===== src/rtl/is_array_ctrl.sv =====
// is_array_ctrl: sequencer for an input-stationary ROWS x COLS systolic MAC array.
//
// A job runs through three phases:
//   LOAD   - ROWS cycles, one stationary input row per cycle (one-hot row enable)
//   STREAM - N cycles, one weight vector per cycle with the array processing
//   DRAIN  - L = ROWS+COLS-1 cycles, the array keeps processing so results flush out
// It then spends one cycle in DONE with a done pulse.
//
// out_valid marks finished psum vectors at the bottom of the array. It is high
// for N cycles, starting L cycles after the first STREAM cycle.
//
// Ports:
//   i_clk, i_rst             clock, synchronous active-high reset
//   i_start, i_num_vec       job start (sampled in IDLE only), vector count N
//   i_abort                  cancel the job; returns to IDLE without a done pulse
//   o_busy, o_done           status; done is a single-cycle pulse
//   o_in_rd_en, o_in_rd_addr input buffer read strobe / row address
//   o_input_en               one-hot row load enable to the PE array
//   o_w_rd_en, o_w_rd_addr   weight buffer read strobe / vector address
//   o_process_en             PE process enable, broadcast
//   o_out_valid, o_out_addr  finished psum vector flag / output buffer address
//   o_state                  current FSM state, for debug and checkers
// Every output comes straight from a register.
module is_array_ctrl #(
  parameter int ROWS  = 4,
  parameter int COLS  = 4,
  parameter int CNT_W = 8
) (
  input  logic             i_clk,
  input  logic             i_rst,
  input  logic             i_start,
  input  logic [CNT_W-1:0] i_num_vec,
  input  logic             i_abort,
  output logic             o_busy,
  output logic             o_done,
  output logic             o_in_rd_en,
  output logic [CNT_W-1:0] o_in_rd_addr,
  output logic [ROWS-1:0]  o_input_en,
  output logic             o_w_rd_en,
  output logic [CNT_W-1:0] o_w_rd_addr,
  output logic             o_process_en,
  output logic             o_out_valid,
  output logic [CNT_W-1:0] o_out_addr,
  output logic [2:0]       o_state
);

  // The timeline counter runs from the first STREAM cycle up to N+L. It must
  // hold (2^CNT_W - 1) + L without wrapping.
  localparam int LAT = ROWS + COLS - 1;
  localparam int T_W = $clog2((1 << CNT_W) + LAT);
  localparam int RW  = (ROWS > 1) ? $clog2(ROWS) : 1;

  localparam logic [T_W-1:0] L_T      = T_W'(LAT);
  localparam logic [RW-1:0]  ROW_LAST = RW'(ROWS - 1);

  typedef enum logic [2:0] {
    S_IDLE   = 3'd0,
    S_LOAD   = 3'd1,
    S_STREAM = 3'd2,
    S_DRAIN  = 3'd3,
    S_DONE   = 3'd4
  } state_t;

  state_t           r_state;
  logic [RW-1:0]    r_row;
  logic [T_W-1:0]   r_t;
  logic [CNT_W-1:0] r_n;

  state_t           w_state_nxt;
  logic [RW-1:0]    w_row_nxt;
  logic [T_W-1:0]   w_t_nxt;
  logic [CNT_W-1:0] w_n_nxt;
  logic [T_W-1:0]   w_n_ext;
  logic [T_W-1:0]   w_n_nxt_ext;
  logic             w_load;
  logic             w_stream;
  logic             w_drain;
  logic             w_out_valid;
  logic [T_W-1:0]   w_out_idx;

  assign w_n_ext     = T_W'(r_n);
  assign w_n_nxt_ext = T_W'(w_n_nxt);

  always_comb begin
    w_state_nxt = r_state;
    w_row_nxt   = r_row;
    w_t_nxt     = r_t;
    w_n_nxt     = r_n;
    unique case (r_state)
      S_IDLE: begin
        // abort beats start in IDLE, so the job never begins
        if (i_start && !i_abort) begin
          w_n_nxt     = i_num_vec;
          w_row_nxt   = '0;
          w_t_nxt     = '0;
          w_state_nxt = (i_num_vec == '0) ? S_DONE : S_LOAD;
        end
      end
      S_LOAD: begin
        if (r_row == ROW_LAST) begin
          w_row_nxt   = '0;
          w_t_nxt     = '0;
          w_state_nxt = S_STREAM;
        end else begin
          w_row_nxt = r_row + RW'(1);
        end
      end
      S_STREAM: begin
        w_t_nxt = r_t + T_W'(1);
        if (r_t == w_n_ext - T_W'(1)) w_state_nxt = S_DRAIN;
      end
      S_DRAIN: begin
        w_t_nxt = r_t + T_W'(1);
        if (r_t == w_n_ext + L_T - T_W'(1)) w_state_nxt = S_DONE;
      end
      S_DONE: begin
        w_t_nxt     = '0;
        w_state_nxt = S_IDLE;
      end
      default: w_state_nxt = S_IDLE;
    endcase
    // abort clears everything, which also flushes the pending out_valid window
    if (i_abort && (r_state != S_IDLE)) begin
      w_state_nxt = S_IDLE;
      w_row_nxt   = '0;
      w_t_nxt     = '0;
      w_n_nxt     = '0;
    end
  end

  // Outputs are decoded from the next-state values so that they are registered
  // and still line up with the state they belong to.
  assign w_load      = (w_state_nxt == S_LOAD);
  assign w_stream    = (w_state_nxt == S_STREAM);
  assign w_drain     = (w_state_nxt == S_DRAIN);
  assign w_out_valid = (w_stream || w_drain) && (w_t_nxt >= L_T) &&
                       (w_t_nxt < w_n_nxt_ext + L_T);
  assign w_out_idx   = w_t_nxt - L_T;

  always_ff @(posedge i_clk) begin
    if (i_rst) begin
      r_state      <= S_IDLE;
      r_row        <= '0;
      r_t          <= '0;
      r_n          <= '0;
      o_busy       <= 1'b0;
      o_done       <= 1'b0;
      o_in_rd_en   <= 1'b0;
      o_in_rd_addr <= '0;
      o_input_en   <= '0;
      o_w_rd_en    <= 1'b0;
      o_w_rd_addr  <= '0;
      o_process_en <= 1'b0;
      o_out_valid  <= 1'b0;
      o_out_addr   <= '0;
    end else begin
      r_state      <= w_state_nxt;
      r_row        <= w_row_nxt;
      r_t          <= w_t_nxt;
      r_n          <= w_n_nxt;
      o_busy       <= (w_state_nxt != S_IDLE);
      o_done       <= (w_state_nxt == S_DONE);
      o_in_rd_en   <= w_load;
      o_in_rd_addr <= w_load ? CNT_W'(w_row_nxt) : '0;
      o_input_en   <= w_load ? (ROWS'(1) << w_row_nxt) : '0;
      o_w_rd_en    <= w_stream;
      o_w_rd_addr  <= w_stream ? CNT_W'(w_t_nxt) : '0;
      o_process_en <= w_stream || w_drain;
      o_out_valid  <= w_out_valid;
      o_out_addr   <= w_out_valid ? CNT_W'(w_out_idx) : '0;
    end
  end

  assign o_state = r_state;

endmodule

===== config.mk =====
export PLATFORM = sky130hd
export DESIGN_NAME = is_array_ctrl
export DESIGN_NICKNAME = d
export VERILOG_FILES = /design/src/rtl/is_array_ctrl.sv
export SDC_FILE = /design/constraint.sdc
export NUM_CORES = 1
export LEC_CHECK = 0
export BUFFER_PORTS_ARGS = -buffer_cell sky130_fd_sc_hd__buf_4
export CAP_MARGIN = 20
export CORE_ASPECT_RATIO = 1.1
export CORE_MARGIN = 1
export CORE_UTILIZATION = 50
export CTS_BUF_LIST = sky130_fd_sc_hd__clkbuf_2 sky130_fd_sc_hd__clkbuf_4 sky130_fd_sc_hd__clkbuf_8
export CTS_CLUSTER_SIZE = 20
export DETAILED_ROUTE_END_ITERATION = 10
export PLACE_DENSITY = 0.78
export SYNTH_ARGS = -nofsm -noshare
export SYNTH_HDL_FRONTEND = slang
export SYNTH_SLANG_ARGS = --single-unit

===== constraint.sdc =====
create_clock -name i_clk -period 5.41 [get_ports i_clk]
set_clock_uncertainty 0.15 [all_clocks]
set_input_delay 1.3525 -clock i_clk [delete_from_list [all_inputs] [get_ports i_clk]]
set_output_delay 1.3525 -clock i_clk [all_outputs]
set_load 0.01 [all_outputs]

==> impl_metrics.py, run 1 <==
metrics = {
    "outcome": {
        "status": "finished clean",
    },
    "worst_setup_path": {
        "path_delay_family": "simple AND/OR/NAND/NOR gates",
        "cp_max_fo": 8,
        "crit_buf_inv": 2,
        "path_class": "input port to flip-flop",
        "worstReg2RegStart": "o_state[2]",
        "cpMaxStageDelayCell": "nor4_1",
        "crit_chain": "buf_4 -> nor2b_1 -> nor4_1 -> nor3_1 -> or3_1 -> inv_1 -> ha_1 -> a21oi_1 -> a21oi_1 -> a211oi_1 -> nand2_1 -> o21ai_0 -> o2111ai_1 -> a221oi_1",
        "endpoint_kind": "flip-flop",
        "setup.worst_path.start": "i_start",
        "required_ps": 5480,
        "crit_top_cell": "a21oi_1",
        "worstPathArrival_ps": 4980,
        "crit_path_start_kind": "input port",
        "critical-path-max-stage-delay_ps": 800,
    },
    "floorplan": {
        "dieArea_mm2": 0.00648,
        "ios": 49,
        "core_area_mm2": 0.00584,
        "start_util": 0.528,
        "chipHeight_um": 84.4,
        "num_rows": 29,
        "die_w_um": 76.9,
    },
    "layout": {
        "area_growth_pct": 12.1,
        "fin_area_mm2": 0.00345,
        "nFillCells": 532,
        "nets": 428,
        "antennaDiodeCount": 0,
        "drive_above_1_share": 0.181,
        "layout_commonest_cell": "dfxtp_1",
        "final_cell_mix": "50 x dfxtp_1, 47 x buf_4, 43 x nor2_1, 26 x nand2_1, 16 x a21oi_1",
    },
    "detailed_routing": {
        "dr.pass1.iters": 4,
        "drc": 0,
        "postRouteAntennaNets": 0,
        "first_iter_violations": 163,
        "num_vias": 2813,
        "wl_per_cell_um": 15.2,
        "viasPerCell": 5.86,
        "finalWirelength_um": 7310,
    },
    "yosys": {
        "synthFlopType": "dfxtp_1",
        "yosysSeqAreaShare": 0.325,
        "synth_warnings": 0,
        "ys_types": 69,
        "synth_area_per_cell_um2": 8.31,
        "ys_ff_latch": 50,
        "syn_inst": 371,
        "synthArstFlopShare": 0,
        "syn_area_mm2": 0.00308,
        "synth_edf_count": 0,
    },
    "power_and_ir_drop": {
        "clockPowerShare": 0.360,
        "sw_frac_of_total": 0.267,
        "p_int_mw": 0.561,
        "pwr-share-comb": 0.140,
        "power_leakage_nw": 1.49,
        "seqPwrFrac": 0.501,
        "p_switching_mw": 0.204,
        "peakVddDrop_uv": 171,
        "pwr_density_cell_mw_per_mm2": 221,
        "total_power_mw": 0.765,
    },
    "clock_network": {
        "cts_tree": "done",
        "clock-root-buffer": "clkbuf_8",
        "htree_levels": 2,
        "post_cts_resized": 0,
        "clk_latency_ps": 310,
        "post_cts_buffers": 0,
        "clock_path_buffers": 2,
        "cts_sinks": 50,
        "cts_hold_buf": 0,
        "cts_buffers": 5,
        "cts.clk_slew.worst_paths_ps": 100,
    },
    "global_route": {
        "grt_pass1_vias": 2580,
        "grt_pass1_wl_um": 11900,
        "grt-ovfl-total": 0,
        "grt_usage": 0.230,
        "grt_max_degree": 22,
        "antenna_found_initial": 0,
    },
    "sta": {
        "rsz0062_at_grt": "false",
        "slew_viol_final": 0,
        "whs_ps": 497,
        "hold_viol_final": 0,
        "timing.fmax_mhz": 204,
        "post-route-period-util": 0.907,
        "slew_headroom": 0.302,
        "setup_tns_ps": 0,
        "final.min_clock_period_ps": 4910,
        "worstMarginPinSlew_ps": 1040,
        "setup-violations-final": 0,
    },
    "place": {
        "portBuffers": 42,
        "dpl.hpwl_um": 5550,
        "gp_congestion": 0.931,
        "placed_cell_area_mm2": 0.00334,
    },
    "min_path": {
        "hp-start": "r_row[0]",
        "hold_path_class": "flip-flop to flip-flop",
    },
    "flow_run": {
        "maxCapViolCount": 0,
    },
}
## synth_stat cells, types with 7 or more instances
master     n  share of area
xor2_1    10          0.028
a21oi_1   16          0.026
inv_1     15          0.018
ha_1      14          0.057
dfxtp_1   50           0.32
or3_1      7          0.014
nand3_1   15          0.024
o21ai_0   10          0.016
nor3_1    14          0.023
nand2_1   26          0.032
xnor2_1   11          0.031
clkbuf_1  12          0.015
nor2_1    43          0.052
nor2b_1    7          0.014
## final cells by class
type                       instances  area [µm²]  area share
multi-input combinational        283        1830       0.530
tap                               77        96.3      0.0279
clock buffer                       5        68.8      0.0199
timing repair buffer              47         353       0.102
clock inverter                     3        48.8      0.0141
sequential                        50        1000       0.290
inverter                          15        56.3      0.0163
## state kept, by name, summed over array words and instances (netlist names)
| register | count |
|---|---|
| o_busy | 1 |
| o_done | 1 |
| o_in_rd_en | 1 |
| o_process_en | 1 |
| o_state | 3 |
| o_input_en | 4 |
| o_w_rd_en | 1 |
| r_row | 2 |
| o_w_rd_addr | 8 |
| o_in_rd_addr | 2 |
| o_out_addr | 8 |
| r_t | 9 |
| r_n | 8 |
| o_out_valid | 1 |
## kinds of logic (layout without fill, tap and decap cells)
group | Yosys count | after routing | synth area share
adder cells (fa/ha/maj) | 14 | 14 | 0.0568
AND/OR/NAND/NOR | 159 | 159 | 0.272
AO/OA/AOI/OAI | 83 | 83 | 0.198
other | 1 | 6 | 0.00122
XOR/XNOR | 21 | 21 | 0.0597
flip-flops | 50 | 50 | 0.325
buffers and inverters | 43 | 70 | 0.0877
## path summary, 6_finish.rpt
| check | to | slack [ps] | cells past startpoint |
|---|---|---|---|
| worst min register to register | r_row[0] | 500 | 2 |
| worst max register to register | o_out_addr[5] | 1200 | 16 |
| worst min-delay path | r_row[0] | 500 | 2 |
| worst max-delay path | o_out_addr[5] | 500 | 14 |
## worst reg2reg max path, cell delays in order, from the launching register on
cell and delay, ps:
dfxtp_1 440, or3_1 490, and2_0 220, nor2_1 390, a22oi_1 200, ha_1 270, nand2_1 100, nand2_1 70
xnor2_1 200, ha_1 280, nand2_1 70, a21oi_1 40, a211oi_1 250, nand2_1 80, o21ai_0 240, o2111ai_1 340
a221oi_1 290
## routing by layer
layer / global-route usage / vias up / wire, µm
met5: 0 / - / 0
met4: 0.0892 / 0 / 167
met3: 0.0391 / 17 / 475
met2: 0.406 / 106 / 3480
met1: 0.277 / 1302 / 3180
li1: - / 1388 / -
## power by group through the flow
stage          logic, mW  clock network [mW]  registers (mW)
2_1_floorplan     0.0863                   0           0.387
3_3_place_gp       0.103                   0           0.391
3_5_place_dp       0.105                   0           0.391
4_1_cts            0.106               0.280           0.383
5_1_grt            0.118               0.294           0.384
6_report           0.107               0.275           0.383
## per-stage QoR
step	instances	setup WS, ps	utilization
4_1_cts	480	545	0.591
3_5_place_dp	472	248	0.571
6_report	480	502	0.591
5_1_grt	480	43.2	0.591
3_3_place_gp	472	375	0.571
2_1_floorplan	376	815	-
(Power assumes the default switching activity.)
==> run 2: changes to the inputs <==
- CELL_PAD_IN_SITES_DETAIL_PLACEMENT: not set -> 1
- CELL_PAD_IN_SITES_GLOBAL_PLACEMENT: not set -> 1
- CORE_UTILIZATION: 50 -> 44
- PLACE_DENSITY: 0.78 -> 0.89
==> run 2 against run 1 <==
  * Via count rose by 3.2%
  * Die area rose by 13%
  * First-iteration DRC count fell by 29%
  * Worst hold slack improved by 26 ps
  * Final area rose by 0.33%
  * Largest power group unchanged
==> impl_metrics.py, run 2 (synthesized netlist as in run 1, its figures left out) <==
metrics = {
    "place": {
        "dpl.cell_count": 477,
        "portBuffers": 42,
        "gp_congestion": 0.924,
        "dpl.hpwl_um": 6500,
    },
    "clock_network": {
        "cts_hold_buf": 0,
        "cts_tree": "done",
        "post_cts_resized": 0,
        "htree_levels": 2,
        "cts_sinks": 50,
        "cts.clk_slew.worst_paths_ps": 100,
        "clock_path_buffers": 2,
        "post_cts_buffers": 0,
        "cts_buffers": 5,
        "clk_latency_ps": 310,
        "clock-root-buffer": "clkbuf_8",
    },
    "global_route": {
        "antenna_found_initial": 0,
        "grt_max_degree": 22,
        "grt_usage": 0.247,
        "grt_pass1_vias": 2968,
        "grt_pass1_wl_um": 14200,
        "grt-ovfl-total": 0,
    },
    "detailed_routing": {
        "viasPerCell": 5.98,
        "drc": 0,
        "wl_per_cell_um": 17.5,
        "first_iter_violations": 115,
        "postRouteAntennaNets": 0,
        "finalWirelength_um": 8530,
        "dr.pass1.iters": 4,
        "num_vias": 2904,
    },
    "power_and_ir_drop": {
        "peakVddDrop_uv": 126,
        "pwr_density_cell_mw_per_mm2": 222,
        "power_leakage_nw": 1.50,
    },
    "worst_setup_path": {
        "critical-path-max-stage-delay_ps": 520,
        "crit_path_start_kind": "input port",
        "crit_chain": "buf_4 -> nor2b_1 -> nor4_1 -> clkbuf_2 -> o31a_1 -> o21ai_0 -> inv_1 -> ha_1 -> nand2_1 -> a21oi_1 -> a211oi_1 -> nand2_1 -> o21ai_0 -> o2111ai_1 -> a221oi_1",
        "cpMaxStageDelayCell": "o21ai_0",
        "path_delay_family": "compound AO/OA/AOI/OAI gates",
        "worstReg2RegStart": "o_state[2]",
        "endpoint_kind": "flip-flop",
        "r2r_cells": 16,
        "worstPathArrival_ps": 4880,
        "setup.worst_path.start": "i_abort",
        "crit_buf_inv": 3,
        "cp_max_fo": 13,
        "r2r-end": "o_out_addr[5]",
        "path_class": "input port to flip-flop",
        "ff2ff_setup_slack_ps": 1080,
        "required_ps": 5480,
    },
    "layout": {
        "layout_commonest_cell": "dfxtp_1",
        "drive_above_1_share": 0.183,
        "nets": 429,
        "final_cell_mix": "50 x dfxtp_1, 47 x buf_4, 43 x nor2_1, 26 x nand2_1, 16 x a21oi_1",
        "final_cells": 486,
        "nFillCells": 830,
        "utilization": 0.520,
        "largest_register_ff_count": 9,
        "antennaDiodeCount": 0,
        "area_growth_pct": 12.4,
        "regMostFlops": "r_t",
    },
    "sta": {
        "timing.fmax_mhz": 208,
        "post-route-period-util": 0.890,
        "setup-violations-final": 0,
        "hold_viol_final": 0,
        "whs_ps": 522,
        "worstMarginPinSlew_ps": 625,
        "slew_viol_final": 0,
        "setup_tns_ps": 0,
        "rsz0062_at_grt": "false",
        "final.min_clock_period_ps": 4810,
        "slew_headroom": 0.579,
    },
    "floorplan": {
        "num_rows": 31,
        "ios": 49,
        "dieArea_mm2": 0.00735,
        "chipHeight_um": 89.8,
        "die_w_um": 81.8,
        "core_area_mm2": 0.00667,
        "start_util": 0.462,
    },
    "flow_run": {
        "maxCapViolCount": 0,
    },
    "outcome": {
        "status": "finished clean",
    },
    "min_path": {
        "hold_path_class": "flip-flop to flip-flop",
        "hp-start": "r_row[0]",
        "hold_depth": 2,
        "hold_path_end": "o_in_rd_addr[0]",
    },
}
-- run 2: changes by cell type in the layout (fill, tap and decap cells not counted) --
cell      previous run  this run
clkbuf_2             0         1
-- run 2: worst max-delay path by stage --
stage | to | slack (ps) | cells after the start
after global placement | o_out_addr[5] | 320 | 14
after detailed placement | o_out_addr[5] | 60 | 14
final | o_out_addr[5] | 600 | 15
after CTS | o_out_addr[5] | 400 | 14
after global routing | o_out_addr[5] | 130 | 15
after floorplan | o_out_addr[5] | 820 | 15
-- run 2: power by group --
part	total [mW]	switching [mW]	leakage, nW	internal, mW
Sequential	0.383	0.00970	0.404	0.374
Combinational	0.110	0.0634	1.04	0.0467
Clock	0.277	0.136	0.0563	0.141
-- run 2: worst reg2reg max path, cell delays in order (launching register included) --
cell and delay, ps:
dfxtp_1 450, or3_1 510, and2_0 220, nor2_1 390, a22oi_1 210, ha_1 280, nand2_1 100, nand2_1 70
xnor2_1 200, ha_1 290, nand2_1 80, a21oi_1 40, a211oi_1 260, nand2_1 80, o21ai_0 240, o2111ai_1 360
a221oi_1 320
-- run 2: layout make-up --
class                           count  area (µm²)  share of cell area
Multi-Input combinational cell    283        1830               0.528
Sequential cell                    50        1000               0.289
Timing Repair Buffer               48         358               0.103
Tap cell                           82         103              0.0296
Clock buffer                        5        68.8              0.0199
Inverter                           15        56.3              0.0162
Clock inverter                      3        48.8              0.0141
-- run 2: per-stage QoR --
step	power [mW]	setup WS, ps	area [µm²]
5_1_grt	0.805	126	3470
2_1_floorplan	0.473	815	3100
3_3_place_gp	0.495	323	3340
3_5_place_dp	0.500	63.3	3340
6_report	0.770	597	3470
4_1_cts	0.773	400	3460
-- run 2: metal layers --
| layer | wire, µm | GRT usage | vias up |
|---|---|---|---|
| met5 | 0 | 0 | - |
| met2 | 4300 | 0.429 | 87 |
| met3 | 384 | 0.0376 | 23 |
| met4 | 235 | 0.0804 | 0 |
| met1 | 3610 | 0.302 | 1411 |
| li1 | - | - | 1383 |
